[src/rtl/multicycle_ctrl_pkg.sv]
// Shared types and constants for the multicycle MIPS control sequencer.
package ctrl_pkg;

    // State register encoding (4 bits; codes 14 and 15 are unused).
    typedef logic [3:0] state_t;

    localparam state_t StFetch  = 4'd0;
    localparam state_t StDecode = 4'd1;
    localparam state_t StMemAdr = 4'd2;
    localparam state_t StMemRd  = 4'd3;
    localparam state_t StMemWb  = 4'd4;
    localparam state_t StMemWr  = 4'd5;
    localparam state_t StExec   = 4'd6;
    localparam state_t StAluWb  = 4'd7;
    localparam state_t StBeq    = 4'd8;
    localparam state_t StAddiEx = 4'd9;
    localparam state_t StAddiWb = 4'd10;
    localparam state_t StJump   = 4'd11;
    localparam state_t StJal    = 4'd12;
    localparam state_t StJr     = 4'd13;

    // Supported opcodes and the jr funct code.
    localparam logic [5:0] OP_R    = 6'b000000;
    localparam logic [5:0] OP_LW   = 6'b100011;
    localparam logic [5:0] OP_SW   = 6'b101011;
    localparam logic [5:0] OP_BEQ  = 6'b000100;
    localparam logic [5:0] OP_ADDI = 6'b001000;
    localparam logic [5:0] OP_J    = 6'b000010;
    localparam logic [5:0] OP_JAL  = 6'b000011;
    localparam logic [5:0] FN_JR   = 6'b001000;

    // Datapath mux encodings.
    localparam logic [1:0] AluAdd    = 2'b00;
    localparam logic [1:0] AluSub    = 2'b01;
    localparam logic [1:0] AluFunct  = 2'b10;

    localparam logic [1:0] SrcBReg   = 2'b00;
    localparam logic [1:0] SrcBFour  = 2'b01;
    localparam logic [1:0] SrcBImm   = 2'b10;
    localparam logic [1:0] SrcBImmSh = 2'b11;

    localparam logic [1:0] PcAlu     = 2'b00;
    localparam logic [1:0] PcAluOut  = 2'b01;
    localparam logic [1:0] PcJump    = 2'b10;
    localparam logic [1:0] PcReg     = 2'b11;

    localparam logic [1:0] DstRt     = 2'b00;
    localparam logic [1:0] DstRd     = 2'b01;
    localparam logic [1:0] DstRa     = 2'b10;

    localparam logic [1:0] WbAlu     = 2'b00;
    localparam logic [1:0] WbMem     = 2'b01;
    localparam logic [1:0] WbPc      = 2'b10;

    // Every control output except the debug state view.
    typedef struct packed {
        logic       pc_en;
        logic       i_or_d;
        logic       mem_write;
        logic       ir_write;
        logic       reg_write;
        logic [1:0] reg_dst;
        logic [1:0] mem_to_reg;
        logic       alu_src_a;
        logic [1:0] alu_src_b;
        logic [1:0] alu_op;
        logic [1:0] pc_src;
        logic       instr_done;
        logic       illegal;
    } ctrl_out_t;

    function automatic logic op_supported(input logic [5:0] op);
        return op inside {OP_R, OP_LW, OP_SW, OP_BEQ, OP_ADDI, OP_J, OP_JAL};
    endfunction

endpackage

[src/rtl/multicycle_ctrl_if.sv]
// Bundle between the multicycle controller and its datapath.
interface multicycle_ctrl_if #(
    parameter int unsigned OPW = 6,
    parameter int unsigned FNW = 6
);
    logic [OPW-1:0] opcode;
    logic [FNW-1:0] funct;
    logic           zero;
    logic           mem_ready;
    logic           pc_en;
    logic           i_or_d;
    logic           mem_write;
    logic           ir_write;
    logic           reg_write;
    logic [1:0]     reg_dst;
    logic [1:0]     mem_to_reg;
    logic           alu_src_a;
    logic [1:0]     alu_src_b;
    logic [1:0]     alu_op;
    logic [1:0]     pc_src;
    logic           instr_done;
    logic           illegal;
    logic [3:0]     state;

    // Controller side.
    modport slave (
        input  opcode, funct, zero, mem_ready,
        output pc_en, i_or_d, mem_write, ir_write, reg_write, reg_dst, mem_to_reg,
               alu_src_a, alu_src_b, alu_op, pc_src, instr_done, illegal, state
    );

    // Datapath side.
    modport master (
        output opcode, funct, zero, mem_ready,
        input  pc_en, i_or_d, mem_write, ir_write, reg_write, reg_dst, mem_to_reg,
               alu_src_a, alu_src_b, alu_op, pc_src, instr_done, illegal, state
    );
endinterface

[src/rtl/multicycle_ctrl_out_dec.sv]
// Moore output decode: state (plus mem_ready in the memory-wait states) to strobes.
module ctrl_out_dec
    import ctrl_pkg::*;
(
    input  logic      rst,
    input  state_t    state,
    input  logic      mem_ready,
    input  logic      zero,
    input  logic      illegal_op,
    output ctrl_out_t ctrl
);

    logic pc_write;
    logic branch;

    // Per-state strobes; everything is forced low while reset is held.
    always_comb begin
        ctrl     = '0;
        pc_write = 1'b0;
        branch   = 1'b0;
        case (state)
            StFetch: begin
                ctrl.alu_src_b = SrcBFour;
                ctrl.alu_op    = AluAdd;
                ctrl.pc_src    = PcAlu;
                ctrl.ir_write  = mem_ready;
                pc_write       = mem_ready;
            end
            StDecode: begin
                // Branch target lands in ALUOut ahead of BEQ.
                ctrl.alu_src_b  = SrcBImmSh;
                ctrl.alu_op     = AluAdd;
                ctrl.illegal    = illegal_op;
                ctrl.instr_done = illegal_op;
            end
            StMemAdr, StAddiEx: begin
                ctrl.alu_src_a = 1'b1;
                ctrl.alu_src_b = SrcBImm;
                ctrl.alu_op    = AluAdd;
            end
            StMemRd: ctrl.i_or_d = 1'b1;
            StMemWb: begin
                ctrl.reg_dst    = DstRt;
                ctrl.mem_to_reg = WbMem;
                ctrl.reg_write  = 1'b1;
                ctrl.instr_done = 1'b1;
            end
            StMemWr: begin
                ctrl.i_or_d     = 1'b1;
                ctrl.mem_write  = 1'b1;
                ctrl.instr_done = mem_ready;
            end
            StExec: begin
                ctrl.alu_src_a = 1'b1;
                ctrl.alu_src_b = SrcBReg;
                ctrl.alu_op    = AluFunct;
            end
            StAluWb: begin
                ctrl.reg_dst    = DstRd;
                ctrl.mem_to_reg = WbAlu;
                ctrl.reg_write  = 1'b1;
                ctrl.instr_done = 1'b1;
            end
            StBeq: begin
                ctrl.alu_src_a  = 1'b1;
                ctrl.alu_src_b  = SrcBReg;
                ctrl.alu_op     = AluSub;
                ctrl.pc_src     = PcAluOut;
                branch          = 1'b1;
                ctrl.instr_done = 1'b1;
            end
            StAddiWb: begin
                ctrl.reg_dst    = DstRt;
                ctrl.mem_to_reg = WbAlu;
                ctrl.reg_write  = 1'b1;
                ctrl.instr_done = 1'b1;
            end
            StJump: begin
                ctrl.pc_src     = PcJump;
                pc_write        = 1'b1;
                ctrl.instr_done = 1'b1;
            end
            StJal: begin
                // PC already holds PC+4, which is the return address for r31.
                ctrl.pc_src     = PcJump;
                pc_write        = 1'b1;
                ctrl.reg_dst    = DstRa;
                ctrl.mem_to_reg = WbPc;
                ctrl.reg_write  = 1'b1;
                ctrl.instr_done = 1'b1;
            end
            StJr: begin
                ctrl.pc_src     = PcReg;
                pc_write        = 1'b1;
                ctrl.instr_done = 1'b1;
            end
            default: ;
        endcase
        ctrl.pc_en = pc_write | (branch & zero);
        if (!rst) begin
            ctrl = '0;
        end
    end

endmodule

[src/rtl/multicycle_ctrl.sv]
// Multicycle MIPS control sequencer: state register and next-state logic.
module multicycle_ctrl
    import ctrl_pkg::*;
#(
    parameter int unsigned OPW = 6,
    parameter int unsigned FNW = 6
) (
    input logic               CLK,
    input logic               rst,
    multicycle_ctrl_if.slave  bus
);

    state_t         state_q;
    state_t         state_d;
    logic [OPW-1:0] opcode;
    logic [FNW-1:0] funct;
    logic           illegal_op;
    ctrl_out_t      ctrl;

    assign opcode     = bus.opcode;
    assign funct      = bus.funct;
    assign illegal_op = !op_supported(6'(opcode));

    // State register with synchronous active-low reset.
    always_ff @(posedge CLK) begin
        if (!rst) begin
            state_q <= StFetch;
        end else begin
            state_q <= state_d;
        end
    end

    // Next-state sequencing; mem_ready only matters in the memory-wait states.
    always_comb begin
        state_d = StFetch;
        case (state_q)
            StFetch:  state_d = bus.mem_ready ? StDecode : StFetch;
            StDecode: begin
                if (opcode == OPW'(OP_LW) || opcode == OPW'(OP_SW)) begin
                    state_d = StMemAdr;
                end else if (opcode == OPW'(OP_R)) begin
                    state_d = (funct == FNW'(FN_JR)) ? StJr : StExec;
                end else if (opcode == OPW'(OP_BEQ)) begin
                    state_d = StBeq;
                end else if (opcode == OPW'(OP_ADDI)) begin
                    state_d = StAddiEx;
                end else if (opcode == OPW'(OP_J)) begin
                    state_d = StJump;
                end else if (opcode == OPW'(OP_JAL)) begin
                    state_d = StJal;
                end else begin
                    state_d = StFetch;
                end
            end
            StMemAdr: state_d = (opcode == OPW'(OP_LW)) ? StMemRd : StMemWr;
            StMemRd:  state_d = bus.mem_ready ? StMemWb : StMemRd;
            StMemWr:  state_d = bus.mem_ready ? StFetch : StMemWr;
            StExec:   state_d = StAluWb;
            StAddiEx: state_d = StAddiWb;
            default:  state_d = StFetch;
        endcase
    end

    ctrl_out_dec u_out_dec (
        .rst        (rst),
        .state      (state_q),
        .mem_ready  (bus.mem_ready),
        .zero       (bus.zero),
        .illegal_op (illegal_op),
        .ctrl       (ctrl)
    );

    assign bus.pc_en      = ctrl.pc_en;
    assign bus.i_or_d     = ctrl.i_or_d;
    assign bus.mem_write  = ctrl.mem_write;
    assign bus.ir_write   = ctrl.ir_write;
    assign bus.reg_write  = ctrl.reg_write;
    assign bus.reg_dst    = ctrl.reg_dst;
    assign bus.mem_to_reg = ctrl.mem_to_reg;
    assign bus.alu_src_a  = ctrl.alu_src_a;
    assign bus.alu_src_b  = ctrl.alu_src_b;
    assign bus.alu_op     = ctrl.alu_op;
    assign bus.pc_src     = ctrl.pc_src;
    assign bus.instr_done = ctrl.instr_done;
    assign bus.illegal    = ctrl.illegal;
    // The debug view reads FETCH while reset is held.
    assign bus.state      = rst ? state_q : StFetch;

endmodule

[src/flat_wrapper.sv]
// flat-port wrapper written by rule: the top's interface ports become plain ports
module multicycle_ctrl_flat import ctrl_pkg::*;
#(
    parameter int unsigned OPW = 6,
    parameter int unsigned FNW = 6
)
  (CLK, rst, bus_opcode, bus_funct, bus_zero, bus_mem_ready, bus_pc_en, bus_i_or_d, bus_mem_write, bus_ir_write, bus_reg_write, bus_reg_dst, bus_mem_to_reg, bus_alu_src_a, bus_alu_src_b, bus_alu_op, bus_pc_src, bus_instr_done, bus_illegal, bus_state);
  multicycle_ctrl_if #(.OPW(OPW), .FNW(FNW)) bus_i ();
  input logic CLK;
  input logic rst;
  input wire logic [$bits(bus_i.opcode)-1:0] bus_opcode;
  input wire logic [$bits(bus_i.funct)-1:0] bus_funct;
  input wire logic [$bits(bus_i.zero)-1:0] bus_zero;
  input wire logic [$bits(bus_i.mem_ready)-1:0] bus_mem_ready;
  output wire logic [$bits(bus_i.pc_en)-1:0] bus_pc_en;
  output wire logic [$bits(bus_i.i_or_d)-1:0] bus_i_or_d;
  output wire logic [$bits(bus_i.mem_write)-1:0] bus_mem_write;
  output wire logic [$bits(bus_i.ir_write)-1:0] bus_ir_write;
  output wire logic [$bits(bus_i.reg_write)-1:0] bus_reg_write;
  output wire logic [$bits(bus_i.reg_dst)-1:0] bus_reg_dst;
  output wire logic [$bits(bus_i.mem_to_reg)-1:0] bus_mem_to_reg;
  output wire logic [$bits(bus_i.alu_src_a)-1:0] bus_alu_src_a;
  output wire logic [$bits(bus_i.alu_src_b)-1:0] bus_alu_src_b;
  output wire logic [$bits(bus_i.alu_op)-1:0] bus_alu_op;
  output wire logic [$bits(bus_i.pc_src)-1:0] bus_pc_src;
  output wire logic [$bits(bus_i.instr_done)-1:0] bus_instr_done;
  output wire logic [$bits(bus_i.illegal)-1:0] bus_illegal;
  output wire logic [$bits(bus_i.state)-1:0] bus_state;
  assign bus_i.opcode = bus_opcode;
  assign bus_i.funct = bus_funct;
  assign bus_i.zero = bus_zero;
  assign bus_i.mem_ready = bus_mem_ready;
  assign bus_pc_en = bus_i.pc_en;
  assign bus_i_or_d = bus_i.i_or_d;
  assign bus_mem_write = bus_i.mem_write;
  assign bus_ir_write = bus_i.ir_write;
  assign bus_reg_write = bus_i.reg_write;
  assign bus_reg_dst = bus_i.reg_dst;
  assign bus_mem_to_reg = bus_i.mem_to_reg;
  assign bus_alu_src_a = bus_i.alu_src_a;
  assign bus_alu_src_b = bus_i.alu_src_b;
  assign bus_alu_op = bus_i.alu_op;
  assign bus_pc_src = bus_i.pc_src;
  assign bus_instr_done = bus_i.instr_done;
  assign bus_illegal = bus_i.illegal;
  assign bus_state = bus_i.state;
  multicycle_ctrl #(.OPW(OPW), .FNW(FNW)) u_core (.CLK(CLK), .rst(rst), .bus(bus_i));
endmodule
[config.mk]
export PLATFORM = sky130hd
export DESIGN_NAME = multicycle_ctrl_flat
export DESIGN_NICKNAME = d
export VERILOG_FILES = /design/src/rtl/multicycle_ctrl_pkg.sv /design/src/rtl/multicycle_ctrl_if.sv /design/src/rtl/multicycle_ctrl_out_dec.sv /design/src/rtl/multicycle_ctrl.sv /design/src/flat_wrapper.sv
export SDC_FILE = /design/constraint.sdc
export NUM_CORES = 1
export LEC_CHECK = 0
export CAP_MARGIN = 25
export CORE_MARGIN = 4
export CORE_UTILIZATION = 39
export CTS_CLUSTER_DIAMETER = 120
export DETAILED_ROUTE_END_ITERATION = 12
export GPL_ROUTABILITY_DRIVEN = 0
export PLACE_DENSITY = 0.83
export SLEW_MARGIN = 20
export SYNTH_ARGS = -nofsm -noshare
export SYNTH_HDL_FRONTEND = slang
export SYNTH_SLANG_ARGS = --single-unit
[constraint.sdc]
create_clock -name CLK -period 2.1 [get_ports CLK]
set_clock_uncertainty 0.1 [all_clocks]
set_input_delay 0.42 -clock CLK [delete_from_list [all_inputs] [get_ports CLK]]
set_output_delay 0.42 -clock CLK [all_outputs]
set_load 0.01 [all_outputs]
== Yosys cells after proc, flatten, opt, wreduce, memory -nomap -nowiden ==
Index checks and enable logic that the tools add are counted.

* Add/subtract/negate cells: 0
* Multipliers: 0
* Div/mod/pow operators: 0
* Order comparisons: 0
* Equal/unequal tests: 20
* Shift-type cells: 0
* Multiplexer cells: 25
* Bitwise gates (word level): 2
* Reductions and logical operators: 11

{| class="wikitable"
|+ Operator list
! cell !! number
|-
| $mux 4 || 8
|-
| $pmux 4 s7 || 1
|-
| $eq 4x4->1 const B || 6
|-
| $pmux 4 s5 || 1
|-
| $pmux 5 s4 || 1
|-
| $mux 18 || 1
|-
| $eq 4x3->1 const B || 4
|-
| $eq 6x2->1 const B || 2
|-
| $eq 6x4->1 const B || 2
|-
| $eq 6x6->1 const B || 2
|-
| $mux 3 || 3
|-
| $eq 4x2->1 const B || 2
|-
| $mux 1 || 7
|-
| $reduce_bool 7->1 || 1
|-
| $reduce_or 7->1 || 1
|-
| $eq 6x3->1 const B || 1
|-
| $logic_not 6->1 || 1
|-
| $pmux 2 s3 || 1
|-
| $reduce_or 2->1 || 3
|-
| $eq 4x1->1 const B || 1
|-
| $logic_not 4->1 || 1
|-
| $reduce_or 4->1 || 1
|-
| $pmux 1 s3 || 1
|-
| $reduce_or 3->1 || 1
|-
| 5 further kinds || 5
|}

* Flip-flop bits (word level): 4
* Latch bits: 0
* Bits in writable memories: 0
* ROM bits: 0
* Output and inout bits: 22
* Word-level logic and storage cells: 59
* Memories: 0

== Depth between registers and ports, before layout ==
* Word-level depth: 8
* Gate-level depth with buffers: 5
* Mapped depth without buffers: 4

== Cells and area by module ==
A second synthesis with hierarchy kept.

* Cells, all modules: 112
* Area total of the unflattened synthesis: 768.2 µm²

{| class="wikitable"
|+ By module, submodules not included
! module !! times used !! cells an instance !! area each (µm²) !! seq. area each (µm²)
|-
| multicycle_ctrl || 1 || 59 || 454.2 || 80.1
|-
| ctrl_out_dec || 1 || 53 || 314.1 || 0.0
|}

== Least setup slack after synthesis ==
OpenSTA, ideal clock, no wires.

* Path kind: input -> output
* From: in bus_opcode[5]
* To: out bus_instr_done
* Arrival time: 1385 ps
* Required time: 1580 ps
* Setup slack: 195 ps
* Cell stages on the path: 4
* Cells stage by stage: and4b_1 > and2_1 > nor4b_2 > a21o_1

* Cells in the longest elaborated chain, start to end: 5
* Elaborated cells on any way between the ends: 11
* Classes of those cells: 6 x eq/ne; 2 x mux; 3 x reduce/logical

{| class="wikitable"
|+ Ends and longest elaborated chain
! item !! line !! source
|-
| from (decl) || flat_wrapper.sv:11 || <nowiki>input wire logic [$bits(bus_i.opcode)-1:0] bus_opcode;</nowiki>
|-
| $eq 6x6->1, or another cell as far along || multicycle_ctrl_pkg.sv:73 || <nowiki>return op inside {OP_R, OP_LW, OP_SW, OP_BEQ, OP_ADDI, OP_J, OP_JAL};</nowiki>
|-
| $reduce_bool 7->1 * || multicycle_ctrl_pkg.sv:73 ||
|-
| $logic_not 1->1 * || multicycle_ctrl.sv:22 || <nowiki>assign illegal_op = !op_supported(6'(opcode));</nowiki>
|-
| $pmux 1 s3 * || multicycle_ctrl_out_dec.sv:21 || <nowiki>case (state)</nowiki>
|-
| $mux 18 * || multicycle_ctrl_out_dec.sv:100 || <nowiki>if (!rst) begin</nowiki>
|-
| to (decl) || flat_wrapper.sv:26 || <nowiki>output wire logic [$bits(bus_i.instr_done)-1:0] bus_instr_done;</nowiki>
|}

Every way passes the cells marked *; elsewhere a longest branch is shown, timed or not.

== Final worst setup path ==
* From: reg u_core.state_q[1]
* To: out bus_alu_src_a

* Cells in the longest elaborated chain, start to end: 4
* Elaborated cells on any way between the ends: 7
* Classes of those cells: 4 x eq/ne; 2 x mux; 1 x reduce/logical

{| class="wikitable"
|+ Ends and longest elaborated chain
! item !! line !! source
|-
| from (decl) || multicycle_ctrl.sv:13 || <nowiki>state_t state_q;</nowiki>
|-
| from (signal assigned) || multicycle_ctrl.sv:27 || <nowiki>state_q <= StFetch;</nowiki>
|-
| from (signal assigned) || multicycle_ctrl.sv:29 || <nowiki>state_q <= state_d;</nowiki>
|-
| $eq 4x4->1, or another cell as far along || multicycle_ctrl_out_dec.sv:21 ||
|-
| $reduce_or 4->1 (no source line) * || -- ||
|-
| $mux 1 * || multicycle_ctrl_out_dec.sv:21 ||
|-
| $mux 18 * || multicycle_ctrl_out_dec.sv:100 ||
|-
| to (decl) || flat_wrapper.sv:22 || <nowiki>output wire logic [$bits(bus_i.alu_src_a)-1:0] bus_alu_src_a;</nowiki>
|}

Marked as above.

==> results.sh <==
export IMPL_min_path_type="reg -> reg"
export IMPL_finalSetupViolations=0
export IMPL_leakage_nw=0.657
export IMPL_grt_usage_pct=21.4
export IMPL_async_flop_share_pct=0
export IMPL_synth_warnings=0
export IMPL_cp_end_kind="output pin"
export IMPL_outcome="completed"
export IMPL_cp_max_fo=12
export IMPL_synthXorXnorAreaFrac_pct=3.63
export IMPL_area_delta_synth_final_pct=82.6
export IMPL_die_area_sq_um=2610
export IMPL_layout_drive_gt1_share_pct=32.3
export IMPL_gr_total_overflow=0
export IMPL_cts_sinks=4
export IMPL_cts_hold_buf=0
export IMPL_syn_cell_area_sq_um=724
export IMPL_power_density_nw_per_um2=236
export IMPL_clk_latency_ps=230
export IMPL_largest_reg_flops=4
export IMPL_arrival_ps=1550
export IMPL_slowest_stage="dfxtp_1"
export IMPL_use_met2_pct=45.9
export IMPL_antenna_left=0
export IMPL_top_regs="u_core.state_q: 4 flops"
export IMPL_grt_pass1_vias=1003
export IMPL_dr_pass1_iters=4
export IMPL_clk_path_buf_depth=2
export IMPL_via_count=1039
export IMPL_synthAdderAreaFrac_pct=0
export IMPL_rsz0062_at_grt="false"
export IMPL_grt_max_degree=13
export IMPL_grtUsageMet1_pct=20.2
export IMPL_timing_final_crit_share_pct=98.4
export IMPL_synth_top_family_by_area="simple AND/OR/NAND/NOR gates"
export IMPL_final_cell_mix="buf_4 (32), dlygate4sd2_1 (18), nor2_1 (12)"
export IMPL_rrSetupSlack_ps=360
export IMPL_critPathKind="reg -> out"
export IMPL_wl_per_cell_um=14.2
export IMPL_path_clk_slew_ps=40
export IMPL_synth_flop_cell="dfxtp_1"
export IMPL_start_util_pct=41.5
export IMPL_busiest_layer="met2"
export IMPL_top_register="u_core.state_q"
export IMPL_grt_use_met3_pct=4.08
export IMPL_peakVddDrop_mv=0.224
export IMPL_synth_ff_latch_count=4
export IMPL_antennaDiodeCount=0
export IMPL_antenna_found_initial=0
export IMPL_grt_pass1_wl_mm=4.29
export IMPL_max_freq_mhz=484
export IMPL_synth_cell_types=48
export IMPL_core_area_sq_um=1750
export IMPL_synth_edf_count=0
export IMPL_final_common_cell="buf_4"
export IMPL_ys_seq_area_share_pct=11.1
export IMPL_synth_compound_area_share_pct=27.3
export IMPL_relSlewSlack_pct=74.1
export IMPL_power_w=0.000312
export IMPL_post_dp_hpwl_mm=2.18
export IMPL_cp_cell_sequence="buf_6 > buf_4 > nor3b_1 > o21a_1 > dlygate4sd2_1"
export IMPL_cts_tree="built"
export IMPL_rows=15
export IMPL_cts_made_buffers=3
export IMPL_worst_path_buf_inv=3
export IMPL_drc=0
export IMPL_synth_area_mux_share_pct=1.38
export IMPL_synth_simple_area_share_pct=45.3
export IMPL_critical_path_max_stage_delay_ps=310
export IMPL_max_cap_violations=0
export IMPL_placement_cell_area_sq_um=1290
export IMPL_fin_nets=182
export IMPL_pin_count=38
export IMPL_drt_total_wl_mm=2.69
export IMPL_startpoint_type="flip-flop"
export IMPL_drt_iter0_markers=25
export IMPL_viasPerCell=5.50
export IMPL_avgSynthCellArea_sq_um=7.24
export IMPL_io_buffers=37
export IMPL_cts_max_level=1
export IMPL_hold_viol=0
export IMPL_slew_violations=0
export IMPL_root_buffer="clkbuf_4"
export IMPL_syn_nets=116
export IMPL_fin_area_sq_um=1320
export IMPL_die_h_um=51.1
export IMPL_syn_inst=100
export IMPL_crit_required_ps=1580
export IMPL_cp_top_family="buffers and inverters"
export IMPL_timing_final_crit_period_ps=2070
export IMPL_die_x_um=51.1
export IMPL_tightest_slew_ps=384
[worst min-delay path, stage by stage (launching register included)]
cell	delay (ps)
dfxtp_4	380
buf_4	170
nor3_1	60
[worst paths after layout]
kind                                          end  cells after the start               from
worst min register to register  u_core.state_q[2]                      2  u_core.state_q[3]
worst max register to register  u_core.state_q[3]                      6  u_core.state_q[1]
worst max-delay path                bus_alu_src_a                      5  u_core.state_q[1]
worst min-delay path            u_core.state_q[2]                      2  u_core.state_q[3]
[area by class of cell]
class | count | area, sq um
fill | 147 | 423
multi-input combinational | 84 | 582
tap | 25 | 31.3
clock buffer | 3 | 22.5
sequential | 4 | 85.1
timing repair buffer | 70 | 591
inverter | 3 | 11.3
[cells by family (layout without fill, tap and decap cells)]
family / after synthesis / after routing
AOI/OAI and AO/OA: 25 / 25
xor gates and xnor gates: 3 / 3
muxes: 1 / 1
and+or+nand+nor: 55 / 55
buffers and inverters: 12 / 76
DFF: 4 / 4
[where the power goes]
part           switching (W)  internal, W  total (W)
Combinational      0.0000639    0.0000777   0.000142
Sequential        0.00000176    0.0000772  0.0000790
Clock              0.0000275    0.0000636  0.0000912
Total              0.0000932     0.000218   0.000312
[routing by layer]
metal | part of all wire, % | wire (um)
met3 | 5.5 | 147
met1 | 38 | 1010
met5 | 0 | 0
met4 | 0 | 0
met2 | 57 | 1530
[synth_stat cells, types with 2 or more instances]
| master | instances | area, sq um |
|---|---|---|
| a211oi_1 | 2 | 15.0 |
| a21oi_1 | 4 | 20.0 |
| and2_1 | 6 | 37.5 |
| and3_1 | 2 | 12.5 |
| buf_2 | 2 | 10.0 |
| buf_6 | 4 | 45.0 |
| dfxtp_1 | 4 | 80.1 |
| inv_1 | 2 | 7.51 |
| nand2_1 | 7 | 26.3 |
| nand2b_1 | 3 | 18.8 |
| nand3_1 | 2 | 10.0 |
| nor2_1 | 12 | 45.0 |
| nor3_1 | 4 | 20.0 |
| nor3b_1 | 3 | 22.5 |
| nor4_1 | 4 | 25.0 |
| o21ai_0 | 4 | 20.0 |
| o22ai_1 | 2 | 12.5 |
| or4_1 | 2 | 15.0 |
| xnor2_1 | 2 | 17.5 |
[repair_timing]
| action | 4_1_cts | 5_1_grt |
|---|---|---|
| endpoints found under the setup margin | 22 | 4 |
| pin swaps | 4 | 3 |
| gates resized for setup | 42 | 4 |
| setup buffers | 1 | 0 |
[stage by stage]
stage               hold WS [ps]  utilization, %  setup WS [ps]  instances  TNS (ps)
finish                       558            75.8           33.7        189         0
global route                 574            75.8           8.40        189         0
CTS                          548            75.7           4.86        189         0
detailed placement           651            74.2           -652        185     -8420
global placement             649            74.2           -600        185     -7930
floorplan                    511               -            195        100         0
Note: power is estimated with default switching activity, not from simulation.
